==> config.mk <==
export PLATFORM = sky130hd
export DESIGN_NAME = vga_frame_capture_flat
export DESIGN_NICKNAME = d
export VERILOG_FILES = /design/src/rtl/vga_frame_capture_if.sv /design/src/rtl/vga_frame_capture.sv /design/src/flat_wrapper.sv
export SDC_FILE = /design/constraint.sdc
export NUM_CORES = 1
export LEC_CHECK = 0
export CAP_MARGIN = 20
export CORE_MARGIN = 2
export CORE_UTILIZATION = 50
export CTS_CLUSTER_DIAMETER = 80
export DETAILED_ROUTE_END_ITERATION = 10
export PLACE_DENSITY_LB_ADDON = 0.25
export SLEW_MARGIN = 20
export SYNTH_ARGS = -nofsm -noshare
export SYNTH_HDL_FRONTEND = slang
export SYNTH_SLANG_ARGS = --single-unit
==> constraint.sdc <==
create_clock -name clk -period 3.4 [get_ports clk]
set_clock_uncertainty 0.1 [all_clocks]
set_input_delay 0.34 -clock clk [delete_from_list [all_inputs] [get_ports clk]]
set_output_delay 0.34 -clock clk [all_outputs]
set_load 0.02 [all_outputs]
==> src/rtl/vga_frame_capture_if.sv <==
// Bundles the VGA stream, capture control/status, and frame-memory write port.
// The master drives the stream and arm; the slave is the capture block.
interface vga_frame_capture_if #(
  parameter int ADDR_W = 19
);
  logic              pix_en;
  logic              arm;
  logic              vsync;
  logic              hsync;
  logic              blank;
  logic [7:0]        r;
  logic [7:0]        g;
  logic [7:0]        b;
  logic              busy;
  logic              done;
  logic              frame_err;
  logic              wr_en;
  logic [ADDR_W-1:0] wr_addr;
  logic [7:0]        wr_data;

  modport master (
    output pix_en, arm, vsync, hsync, blank, r, g, b,
    input  busy, done, frame_err, wr_en, wr_addr, wr_data
  );

  modport slave (
    input  pix_en, arm, vsync, hsync, blank, r, g, b,
    output busy, done, frame_err, wr_en, wr_addr, wr_data
  );
endinterface

==> src/rtl/vga_frame_capture.sv <==
// Captures one VGA frame into an external frame memory, one write per active pixel.
// Define CAPTURE_GRAY_EN to store (r + 2g + b) >> 2 instead of the green channel.
module vga_frame_capture #(
  parameter int WIDTH  = 640,
  parameter int HEIGHT = 480,
  parameter int ADDR_W = 19
) (
  input  logic               clk,
  input  logic               reset,
  vga_frame_capture_if.slave bus
);
  localparam int XW = $clog2(WIDTH + 1);
  localparam int YW = $clog2(HEIGHT + 1);
  localparam logic [XW-1:0]     X_MAX     = XW'(WIDTH);
  localparam logic [YW-1:0]     Y_MAX     = YW'(HEIGHT);
  localparam logic [ADDR_W-1:0] LINE_STEP = ADDR_W'(WIDTH);

  typedef enum logic [1:0] {ST_IDLE, ST_ARMED, ST_CAPTURE} state_t;

  state_t            state_q, state_d;
  logic [XW-1:0]     x_q, x_d;
  logic [YW-1:0]     y_q, y_d;
  logic [ADDR_W-1:0] line_base_q, line_base_d;
  logic [ADDR_W-1:0] addr_ptr_q, addr_ptr_d;
  logic              vsync_prev_q, vsync_prev_d;
  logic              blank_prev_q, blank_prev_d;
  logic              busy_q, busy_d;
  logic              done_q, done_d;
  logic              frame_err_q, frame_err_d;
  logic              wr_en_q, wr_en_d;
  logic [ADDR_W-1:0] wr_addr_q, wr_addr_d;
  logic [7:0]        wr_data_q, wr_data_d;

  logic       vsync_fall;
  logic       blank_fall;
  logic       last_line;
  logic       pixel_ok;
  logic [7:0] pix_data;

`ifdef CAPTURE_GRAY_EN
  logic [9:0] gray_sum;
  logic       unused_inputs;
  assign gray_sum      = {2'b00, bus.r} + {1'b0, bus.g, 1'b0} + {2'b00, bus.b};
  assign pix_data      = gray_sum[9:2];
  assign unused_inputs = ^{bus.hsync, gray_sum[1:0]};
`else
  logic unused_inputs;
  assign pix_data      = bus.g;
  assign unused_inputs = ^{bus.hsync, bus.r, bus.b};
`endif

  assign vsync_fall = bus.pix_en & vsync_prev_q & ~bus.vsync;
  assign blank_fall = bus.pix_en & blank_prev_q & ~bus.blank;
  assign last_line  = (y_q + YW'(1)) == Y_MAX;
  assign pixel_ok   = (x_q < X_MAX) && (y_q < Y_MAX);

  always_comb begin
    state_d      = state_q;
    x_d          = x_q;
    y_d          = y_q;
    line_base_d  = line_base_q;
    addr_ptr_d   = addr_ptr_q;
    vsync_prev_d = vsync_prev_q;
    blank_prev_d = blank_prev_q;
    busy_d       = busy_q;
    done_d       = 1'b0;
    frame_err_d  = frame_err_q;
    wr_en_d      = 1'b0;
    wr_addr_d    = wr_addr_q;
    wr_data_d    = wr_data_q;

    if (bus.pix_en) begin
      vsync_prev_d = bus.vsync;
      blank_prev_d = bus.blank;
    end

    unique case (state_q)
      ST_IDLE: begin
        if (bus.arm) begin
          state_d     = ST_ARMED;
          frame_err_d = 1'b0;
          busy_d      = 1'b1;
        end
      end
      ST_ARMED: begin
        if (vsync_fall) begin
          x_d         = '0;
          y_d         = '0;
          line_base_d = '0;
          addr_ptr_d  = '0;
          state_d     = ST_CAPTURE;
        end
      end
      ST_CAPTURE: begin
        if (bus.pix_en && bus.blank) begin
          if (pixel_ok) begin
            wr_en_d    = 1'b1;
            wr_addr_d  = addr_ptr_q;
            wr_data_d  = pix_data;
            x_d        = x_q + XW'(1);
            addr_ptr_d = addr_ptr_q + ADDR_W'(1);
          end else begin
            frame_err_d = 1'b1;
          end
        end
        // Every line restarts at its own base, so a bad line cannot skew the next one.
        if (blank_fall) begin
          if (x_q != X_MAX) frame_err_d = 1'b1;
          x_d         = '0;
          y_d         = y_q + YW'(1);
          line_base_d = line_base_q + LINE_STEP;
          addr_ptr_d  = line_base_q + LINE_STEP;
          if (last_line) begin
            done_d  = 1'b1;
            busy_d  = 1'b0;
            state_d = ST_IDLE;
          end
        end
        if (vsync_fall && !(blank_fall && last_line)) begin
          frame_err_d = 1'b1;
          done_d      = 1'b1;
          busy_d      = 1'b0;
          state_d     = ST_IDLE;
        end
      end
      default: state_d = ST_IDLE;
    endcase
  end

  always_ff @(posedge clk or posedge reset) begin
    if (reset) begin
      state_q      <= ST_IDLE;
      x_q          <= '0;
      y_q          <= '0;
      line_base_q  <= '0;
      addr_ptr_q   <= '0;
      vsync_prev_q <= 1'b1;
      blank_prev_q <= 1'b0;
      busy_q       <= 1'b0;
      done_q       <= 1'b0;
      frame_err_q  <= 1'b0;
      wr_en_q      <= 1'b0;
      wr_addr_q    <= '0;
      wr_data_q    <= '0;
    end else begin
      state_q      <= state_d;
      x_q          <= x_d;
      y_q          <= y_d;
      line_base_q  <= line_base_d;
      addr_ptr_q   <= addr_ptr_d;
      vsync_prev_q <= vsync_prev_d;
      blank_prev_q <= blank_prev_d;
      busy_q       <= busy_d;
      done_q       <= done_d;
      frame_err_q  <= frame_err_d;
      wr_en_q      <= wr_en_d;
      wr_addr_q    <= wr_addr_d;
      wr_data_q    <= wr_data_d;
    end
  end

  assign bus.busy      = busy_q;
  assign bus.done      = done_q;
  assign bus.frame_err = frame_err_q;
  assign bus.wr_en     = wr_en_q;
  assign bus.wr_addr   = wr_addr_q;
  assign bus.wr_data   = wr_data_q;
endmodule

==> src/flat_wrapper.sv <==
// flat-port wrapper written by rule: the top's interface ports become plain ports
module vga_frame_capture_flat 
#(
  parameter int WIDTH  = 640,
  parameter int HEIGHT = 480,
  parameter int ADDR_W = 19
)
  (clk, reset, bus_pix_en, bus_arm, bus_vsync, bus_hsync, bus_blank, bus_r, bus_g, bus_b, bus_busy, bus_done, bus_frame_err, bus_wr_en, bus_wr_addr, bus_wr_data);
  vga_frame_capture_if #(.ADDR_W(ADDR_W)) bus_i ();
  input  logic clk;
  input  logic reset;
  input wire logic [$bits(bus_i.pix_en)-1:0] bus_pix_en;
  input wire logic [$bits(bus_i.arm)-1:0] bus_arm;
  input wire logic [$bits(bus_i.vsync)-1:0] bus_vsync;
  input wire logic [$bits(bus_i.hsync)-1:0] bus_hsync;
  input wire logic [$bits(bus_i.blank)-1:0] bus_blank;
  input wire logic [$bits(bus_i.r)-1:0] bus_r;
  input wire logic [$bits(bus_i.g)-1:0] bus_g;
  input wire logic [$bits(bus_i.b)-1:0] bus_b;
  output wire logic [$bits(bus_i.busy)-1:0] bus_busy;
  output wire logic [$bits(bus_i.done)-1:0] bus_done;
  output wire logic [$bits(bus_i.frame_err)-1:0] bus_frame_err;
  output wire logic [$bits(bus_i.wr_en)-1:0] bus_wr_en;
  output wire logic [$bits(bus_i.wr_addr)-1:0] bus_wr_addr;
  output wire logic [$bits(bus_i.wr_data)-1:0] bus_wr_data;
  assign bus_i.pix_en = bus_pix_en;
  assign bus_i.arm = bus_arm;
  assign bus_i.vsync = bus_vsync;
  assign bus_i.hsync = bus_hsync;
  assign bus_i.blank = bus_blank;
  assign bus_i.r = bus_r;
  assign bus_i.g = bus_g;
  assign bus_i.b = bus_b;
  assign bus_busy = bus_i.busy;
  assign bus_done = bus_i.done;
  assign bus_frame_err = bus_i.frame_err;
  assign bus_wr_en = bus_i.wr_en;
  assign bus_wr_addr = bus_i.wr_addr;
  assign bus_wr_data = bus_i.wr_data;
  vga_frame_capture #(.WIDTH(WIDTH), .HEIGHT(HEIGHT), .ADDR_W(ADDR_W)) u_core (.clk(clk), .reset(reset), .bus(bus_i));
endmodule
==> results of run 1 <==
[Yosys cell counts, drive strengths merged, types with 2 or more instances]
cell / count / area share (%)
dfrtp: 84 / 47
buf: 14 / 1.6
clkbuf: 12 / 1.1
nand2b: 2 / 0.28
nand3: 21 / 2.3
a21oi: 18 / 2.1
nand4: 10 / 1.4
o41ai: 2 / 0.55
nor4: 8 / 1.2
xor2: 6 / 1.2
o21a: 5 / 1.0
or2: 2 / 0.28
nor2: 31 / 2.6
a21o: 4 / 0.67
a22oi: 4 / 0.67
xnor2: 12 / 2.3
ha: 10 / 2.8
a22o: 4 / 0.78
nand2: 60 / 5.0
a31oi: 2 / 0.28
nor3: 12 / 1.3
nor2b: 2 / 0.28
o22ai: 2 / 0.28
a32o: 2 / 0.44
mux2: 27 / 6.7
a41oi: 2 / 0.55
o21ai: 43 / 4.9
inv: 14 / 1.2
mux2i: 5 / 1.1
or4: 6 / 1.1
and4: 4 / 0.78
o2bb2ai: 5 / 0.97
o211ai: 2 / 0.33
o31ai: 10 / 1.7
and3b: 3 / 0.61
[sequential cells by signal (all words and copies together) (netlist names)]
| name | count |
|---|---|
| u_core.blank_prev_q | 1 |
| u_core.x_q | 10 |
| u_core.bus.wr_addr | 19 |
| u_core.bus.frame_err | 1 |
| u_core.bus.wr_data | 8 |
| u_core.bus.wr_en | 1 |
| u_core.addr_ptr_q | 19 |
| u_core.vsync_prev_q | 1 |
| u_core.state_q | 2 |
| u_core.bus.busy | 1 |
| u_core.bus.done | 1 |
| u_core.y_q | 9 |
| u_core.line_base_q | 12 |
[worst max-delay path: stages]
cell             delay [ns]
clkdlybuf4s50_1        0.52
and3b_2                0.45
nor2_1                 0.55
a21oi_1                0.18
nand2_1                0.38
o21ai_0                0.18
[through the flow]
stage | hold slack (ns) | worst slack [ns]
2_1_floorplan | 0.347 | 0.768
3_3_place_gp | 0.361 | 0.613
3_5_place_dp | 0.370 | 0.569
4_1_cts | 0.275 | 0.950
5_1_grt | 0.325 | 0.728
6_report | 0.261 | 0.911
[path summary, 6_finish.rpt]
path	cells past startpoint	start	slack, ns	end
min in group clk	2	u_core.bus.wr_addr[15]$_DFFE_PP0P_	0.38	u_core.bus.wr_addr[15]$_DFFE_PP0P_
worst max-delay path	6	bus_pix_en	0.91	u_core.addr_ptr_q[10]$_DFFE_PP0P_
worst min register to register	2	u_core.bus.wr_addr[15]$_DFFE_PP0P_	0.38	u_core.bus.wr_addr[15]$_DFFE_PP0P_
max in group asynchronous	3	reset	2.26	u_core.y_q[2]$_DFFE_PP0P_
worst max register to register	7	u_core.state_q[0]$_DFFE_PP0P_	1.06	u_core.addr_ptr_q[10]$_DFFE_PP0P_
worst min-delay path	2	reset	0.26	u_core.addr_ptr_q[0]$_DFFE_PP0P_
[area by class of cell]
class,count,share of cell area [%]
Multi-Input combinational cell,339,42.3
Sequential cell,85,40.8
Timing Repair Buffer,52,9.82
Tap cell,108,2.59
Clock buffer,10,2.44
Clock inverter,6,1.08
Inverter,14,1.03
[power breakdown]
group | leakage (uW) | switching (uW) | internal [uW] | total (uW)
logic | 0.000953 | 811 | 488 | 1300
clock network | 0.0000909 | 400 | 281 | 681
registers | 0.00116 | 125 | 1150 | 1270
total | 0.00220 | 1340 | 1920 | 3250
[cells by family (layout without fill, tap and decap cells)]
family	after synthesis	count (layout)	synth area share, %
simple gates	168	168	18.5
buf+inv	40	82	3.88
mux	32	32	7.85
fa+ha+maj	10	10	2.77
compound gates	111	111	16.3
xor+xnor	18	18	3.49
flops	85	85	47.2
[metal layers]
layer | wire length [um] | GRT usage, %
met1 | 4410 | 28.7
met3 | 357 | 3.69
met5 | 0 | 0
met4 | 172 | 8.01
met2 | 4770 | 34.4
==> impl_metrics.toml, run 1 <==
[sta]
setup_viol = 0
worst_pin_slew_ns = 0.688
rsz0062_at_grt = "false"
fmax_mhz = 402
fin_crit_ns = 2.49
slew_headroom_pct = 54.1
setup_tns_ns = 0
drv_slew = 0
finalCritPeriodShare_pct = 73.2
final-hold-violation-count = 0

[finish]
diodes = 0
instances_no_fill = 614
final_util_pct = 59.9
regArea_um2 = 2130
syn_to_final_growth_pct = 15.8
drive_gt1_share_pct = 12.6
final_area_um2 = 5220
final_common_cell = "dfrtp_1"
final_cell_mix = "84 x dfrtp_1, 60 x nand2_1, 44 x clkdlybuf4s50_1, 41 x o21ai_0, 31 x nor2_1"
multi_input_area_um2 = 2210
fillers = 755
fin_nets = 542

[routing]
dr.pass1.iters = 4
wl_um = 9720
drc_errors = 0
post_drt_wl_per_cell_um = 15.8
drt_iter0_drc = 195
ant_nets = 0
vias = 3628
vias_per_cell = 5.91

[worst_setup_path]
cp-end-kind = "register"
start_kind = "input port"
worstPathMaxFanout = 27
critical_path_required_ns = 3.53
critPathKind = "in2reg"
critPathArrivalTime_ns = 2.62

[yosys]
synth.net_count = 505
synth_edf_count = 0
ys_types = 62
synth_area_per_cell_um2 = 9.72
synth-seq-area-share_pct = 47.2
synth_seq_cells = 85
synth_warnings = 0
syn-cell-area_um2 = 4510
synthCells = 464
async_flop_share_pct = 100
yosys_most_used_dff = "dfrtp_1"

[floorplanning]
die_w_um = 99.0
start_util_pct = 51.7
die_y_um = 99.0
dieArea_um2 = 9800
core_um2 = 8720
io_pins = 62
rows = 34

[clock_network]
cts-buffers-inserted = 9
cts.path.max_buffers = 2
clock_sinks = 85
cts_tree = "done"
insertion_delay_ns = 0.36
path_clk_slew_ns = 0.10
ctsResizeCount = 0
h-tree-depth = 3
postCtsSetupBuffers = 0
clockRootBuffer = "clkbuf_8"
cts_hold_buf = 0

[global_route]
grt.overflow.total = 0
grt_max_degree = 51
antenna_found_initial = 0
grt_pass1_wl_um = 16900
grt_pass1_vias = 3562
grt_usage_pct = 21.2

[placement]
dp_cells = 598
gp_congestion = 0.884
hpwl_um = 6790
placed_area_um2 = 5040
io_buffers = 44

[power]
leakagePower_uw = 0.00220
ir_drop_mv = 0.506
cellPowerDensity_nw_per_um2 = 623
power.total_uw = 3250

[flow_run]
maxCapViolations = 0

[status]
outcome = "finished clean"

[min_path]
hold_class = "in2async"
No activity file was read; power rests on OpenSTA's default activity.
==> run 2: changes to the inputs <==
- clock period: 3.4 -> 2 ns (I/O delays scaled with it)
==> run 2 against run 1 <==
Effect of this change:
- combinational power grew 120%
- the flow now finishes with violations (setup timing)
- power up 98%
- hold slack got worse by 0.042 ns
- global-route usage increased by 1.0 points
- sequential share of layout area shrank 3.7 points
- core utilization is 6.1 points higher
- register-to-register slack worse by 1.1 ns
- count of clock-buffer cells in the layout did not move
- highest routed layer unchanged
==> impl_metrics.toml, run 2 (synthesized netlist as in run 1, its figures left out) <==
[power]
cellPowerDensity_nw_per_um2 = 1120
combPwrFrac_pct = 45.2
power.switching_uw = 2400
leakagePower_uw = 0.00249
pwr-share-clk_pct = 21.2
ir_drop_mv = 0.887
swShare_pct = 37.3
internal-power_uw = 4050
p_seq_share_pct = 33.6

[worst_setup_path]
critPathKind = "reg2reg"
reg2reg_to = "u_core.state_q[1]$_DFFE_PP0P_"
worstPathMaxFanout = 5
reg2reg_depth = 6
start_kind = "register"
timing.rr.start = "u_core.y_q[1]$_DFFE_PP0P_"
critical_path_required_ns = 2.14
cp-end-kind = "register"
reg2reg_slack_ns = -0.06
critPathArrivalTime_ns = 2.20

[floorplanning]
dieArea_um2 = 9800
core_um2 = 8720
start_util_pct = 51.7
die_y_um = 99.0
rows = 34
die_w_um = 99.0
io_pins = 62

[finish]
final_cell_mix = "82 x dfrtp_1, 59 x nand2_1, 54 x buf_4, 44 x clkdlybuf4s50_1, 38 x o21ai_0"
final_common_cell = "dfrtp_1"
fillers = 682
diodes = 0
drive_gt1_share_pct = 23.6
syn_to_final_growth_pct = 27.6
fin_nets = 591
final_util_pct = 66.0
instances_no_fill = 663

[routing]
vias_per_cell = 5.76
drc_errors = 0
drt_iter0_drc = 248
dr.pass1.iters = 5
vias = 3818
post_drt_wl_per_cell_um = 15.7
wl_um = 10400
ant_nets = 0

[sta]
fin_crit_ns = 2.06
finalCritPeriodShare_pct = 103
finalWorstSetupSlack_ns = -0.0562
worst_pin_slew_ns = 0.445
rsz0062_at_grt = "true"
setup_viol = 3
slew_headroom_pct = 70.3
final-hold-violation-count = 0
setup_tns_ns = -0.143
whs_ns = 0.219
fmax_mhz = 486
drv_slew = 0

[placement]
hpwl_um = 7380
dp_cells = 643
io_buffers = 44
gp_congestion = 0.921

[global_route]
grt_usage_pct = 22.3
grt_pass1_vias = 3791
grt_max_degree = 86
grt.overflow.total = 0
antenna_found_initial = 0
grt_pass1_wl_um = 17800

[clock_network]
cts.path.max_buffers = 2
h-tree-depth = 3
clock_sinks = 85
path_clk_slew_ns = 0.09
clockRootBuffer = "clkbuf_8"
cts-buffers-inserted = 9
insertion_delay_ns = 0.36
cts_tree = "done"

[min_path]
hold_class = "in2async"

[status]
violations = "setup timing"
outcome = "finished, violations left"

[flow_run]
maxCapViolations = 0
[run 2: worst max path at each step]
stage                               from                                  to  slack [ns]  cells past startpoint
3_5_place_dp                  bus_pix_en  u_core.line_base_q[16]$_DFFE_PP0P_       -0.25                      6
2_1_floorplan  u_core.y_q[0]$_DFFE_PP0P_       u_core.state_q[0]$_DFFE_PP0P_        0.01                      6
3_3_place_gp                  bus_pix_en       u_core.state_q[0]$_DFFE_PP0P_       -0.13                      6
5_1_grt        u_core.y_q[1]$_DFFE_PP0P_       u_core.state_q[0]$_DFFE_PP0P_       -0.13                      6
4_1_cts        u_core.y_q[1]$_DFFE_PP0P_       u_core.state_q[1]$_DFFE_PP0P_       -0.06                      6
6_report       u_core.y_q[1]$_DFFE_PP0P_       u_core.state_q[1]$_DFFE_PP0P_       -0.06                      6
[run 2: critical path, cell delays in order (launching register included)]
cell and delay, ns:
dfrtp_1 0.42, ha_4 0.18, nand4_1 0.16, xor2_1 0.20, a2bb2oi_2 0.19, o41ai_4 0.34
mux2_1 0.35
[run 2: per-stage QoR]
| stage | setup slack [ns] | total power, uW | instance area, um^2 |
|---|---|---|---|
| detailed placement | -0.252 | 4970 | 5430 |
| CTS | -0.0605 | 6360 | 5670 |
| finish | -0.0562 | 6450 | 5760 |
| floorplan | 0.0148 | 3640 | 4550 |
| global placement | -0.130 | 4890 | 5430 |
| global route | -0.130 | 6860 | 5760 |
[run 2: power groups by stage]
stage          clock network [uW]  registers [uW]  logic (uW)
2_1_floorplan                   0            2300        1330
3_3_place_gp                    0            2180        2710
3_5_place_dp                    0            2190        2780
4_1_cts                      1410            2160        2790
5_1_grt                      1470            2200        3190
6_report                     1370            2170        2910
[run 2: final cells by class]
class                   instances  area, um^2  share of cell area (%)
multi-input cells             339        2310                    40.1
flip-flops and latches         85        2130                    37.0
repair buffers                101         906                    15.7
well taps                     108         135                    2.35
clock buffers                  10         128                    2.22
clock inverters                 6        95.1                    1.65
inverters                      14        56.3                   0.978
[run 2: layer usage]
metal,vias up,wire length (um),GRT usage (%)
li1,1856,-,-
met1,1868,4520,28.7
met2,83,5440,38.9
met3,11,337,3.62
met4,0,113,6.01
met5,-,0,0
[run 2: timing repair]
| action | in CTS | in global routing |
|---|---|---|
| gates resized for setup | 2 | 16 |
| pin swaps | 0 | 1 |
| setup buffers | 1 | 3 |
| setup endpoints to repair | 3 | 32 |
| endpoints found under the hold margin | 0 | 0 |
| hold buffers | 0 | 0 |
==> run 3: changes to the inputs <==
- ABC_CLOCK_PERIOD_IN_PS: unset -> 2000
- CORE_ASPECT_RATIO: unset -> 1.4
==> run 3 against run 2 <==
Effect of this change:
- the flow still finishes with violations (setup timing)
- sequential share of layout area about the same
- combinational power fell by 8.6%
- non-clock buffer count fell by 4
- first-iteration DRC count down 13%
- sequential power hardly changed
- flip-flop and latch count unchanged
- clock power increased by 23%
- fmax rose by 0.64%
- hold slack lost 0.10 ns
- critical path depth grew 1
- largest power group unchanged
==> impl_metrics.toml, run 3 (synthesized netlist as in run 1, its figures left out) <==
[global_route]
grt.overflow.total = 0
grt_max_degree = 44
grt_usage_pct = 22.8
grt_pass1_wl_um = 17700
grt_pass1_vias = 3750
antenna_found_initial = 0

[routing]
vias_per_cell = 5.86
drt_iter0_drc = 216
post_drt_wl_per_cell_um = 16.0
drc_errors = 0
wl_um = 10500
dr.pass1.iters = 5
ant_nets = 0
vias = 3853

[flow_run]
maxCapViolations = 0

[min_path]
hold_class = "in2async"

[sta]
final-hold-violation-count = 0
slew_headroom_pct = 70.3
fin_crit_ns = 2.04
whs_ns = 0.114
worst_pin_slew_ns = 0.444
fmax_mhz = 489
setup_tns_ns = -0.0844
drv_slew = 0
setup_viol = 2
rsz0062_at_grt = "true"
finalCritPeriodShare_pct = 102
finalWorstSetupSlack_ns = -0.0431

[floorplanning]
core_um2 = 8870
start_util_pct = 50.8
dieArea_um2 = 9810
die_w_um = 84.3
die_y_um = 116
rows = 41
io_pins = 62

[clock_network]
cts-buffers-inserted = 9
insertion_delay_ns = 0.34
clock_sinks = 85
path_clk_slew_ns = 0.06
cts_tree = "done"
clockRootBuffer = "clkbuf_16"
cts.path.max_buffers = 2
cts_hold_buf = 0
h-tree-depth = 3

[worst_setup_path]
cp-end-kind = "register"
cp-startpoint = "u_core.y_q[1]$_DFFE_PP0P_"
timing.rr.start = "u_core.y_q[1]$_DFFE_PP0P_"
worstPathMaxFanout = 5
cpPeakStageDelay_ns = 0.43
critPathKind = "reg2reg"
reg2reg_depth = 7
critical_path_required_ns = 2.13
reg2reg_slack_ns = -0.04
crit_chain = "ha_4 > nand4_1 > buf_4 > nor3_4 > nor3_2 > o41ai_2 > mux2_1"
reg2reg_to = "u_core.state_q[0]$_DFFE_PP0P_"
start_kind = "register"
crit_path_top_delay_cell = "o41ai_2"
critPathArrivalTime_ns = 2.17

[power]
cellPowerDensity_nw_per_um2 = 1130
ir_drop_mv = 0.725
leakagePower_uw = 0.00248
power.total_uw = 6490

[finish]
final_util_pct = 64.9
syn_to_final_growth_pct = 27.6
diodes = 0
final_common_cell = "dfrtp_1"
final_cell_mix = "83 x dfrtp_1, 60 x nand2_1, 50 x buf_4, 44 x clkdlybuf4s50_1, 34 x o21ai_0"
fin_nets = 587
drive_gt1_share_pct = 22.0

[placement]
pre_cts_ws_ns = -0.251
gp_congestion = 0.861
io_buffers = 44
hpwl_um = 7540

[status]
outcome = "finished, violations left"
violations = "setup timing"
[run 3: cell count changes in the layout (fill, tap and decap cells not counted), sizes merged]
cell      delta
buf          -4
clkinv       +3
inv          -2
bufinv       -1
clkbuf       +1
clkinvlp     -1
[run 3: through the flow]
stage                     instance area, um^2  std cells
after floorplan                          4550        464
after global placement                   5390        636
after detailed placement                 5390        636
after CTS                                5720        655
after global routing                     5760        658
final                                    5760        658
[run 3: worst max path at each step]
stage,endpoint,depth (start not counted)
5_1_grt,u_core.state_q[1]$_DFFE_PP0P_,7
3_3_place_gp,u_core.state_q[1]$_DFFE_PP0P_,6
3_5_place_dp,u_core.state_q[0]$_DFFE_PP0P_,6
6_report,u_core.state_q[0]$_DFFE_PP0P_,7
2_1_floorplan,u_core.state_q[0]$_DFFE_PP0P_,6
4_1_cts,u_core.state_q[0]$_DFFE_PP0P_,7
[run 3: routing by layer]
metal / wire [um] / vias to the layer above / global-route usage, %
met3: 445 / 24 / 3.67
met1: 4390 / 1882 / 27.2
met4: 285 / 0 / 9.57
met2: 5420 / 104 / 40.9
li1: - / 1843 / -
met5: 0 / - / 0
[run 3: timing repair]
action	CTS	global route
endpoints found under the setup margin	2	32
pin swaps	2	2
setup buffers	3	3
resized for setup	1	14
[run 3: area by class of cell]
class / instances / area [um^2]
Inverter: 14 / 56.3
Tap cell: 107 / 134
Clock buffer: 11 / 243
Sequential cell: 85 / 2130
Multi-Input combinational cell: 339 / 2260
Fill cell: 682 / 3120
Clock inverter: 5 / 60.1
Timing Repair Buffer: 97 / 876
[run 3: power breakdown]
group | total (uW) | switching (uW) | internal, uW
combinational | 2660 | 1460 | 1190
clock | 1680 | 676 | 1000
sequential | 2150 | 196 | 1960
total | 6490 | 2340 | 4150
[run 3: worst max-delay path: cells and delay by family, from the launching register on]
family | cells | cell delay (ns)
adder cells (fa/ha/maj) | 1 | 0.17
flip-flops | 1 | 0.39
AND/OR/NAND/NOR | 3 | 0.32
buffers and inverters | 1 | 0.18
multiplexers | 1 | 0.36
AO/OA/AOI/OAI | 1 | 0.43
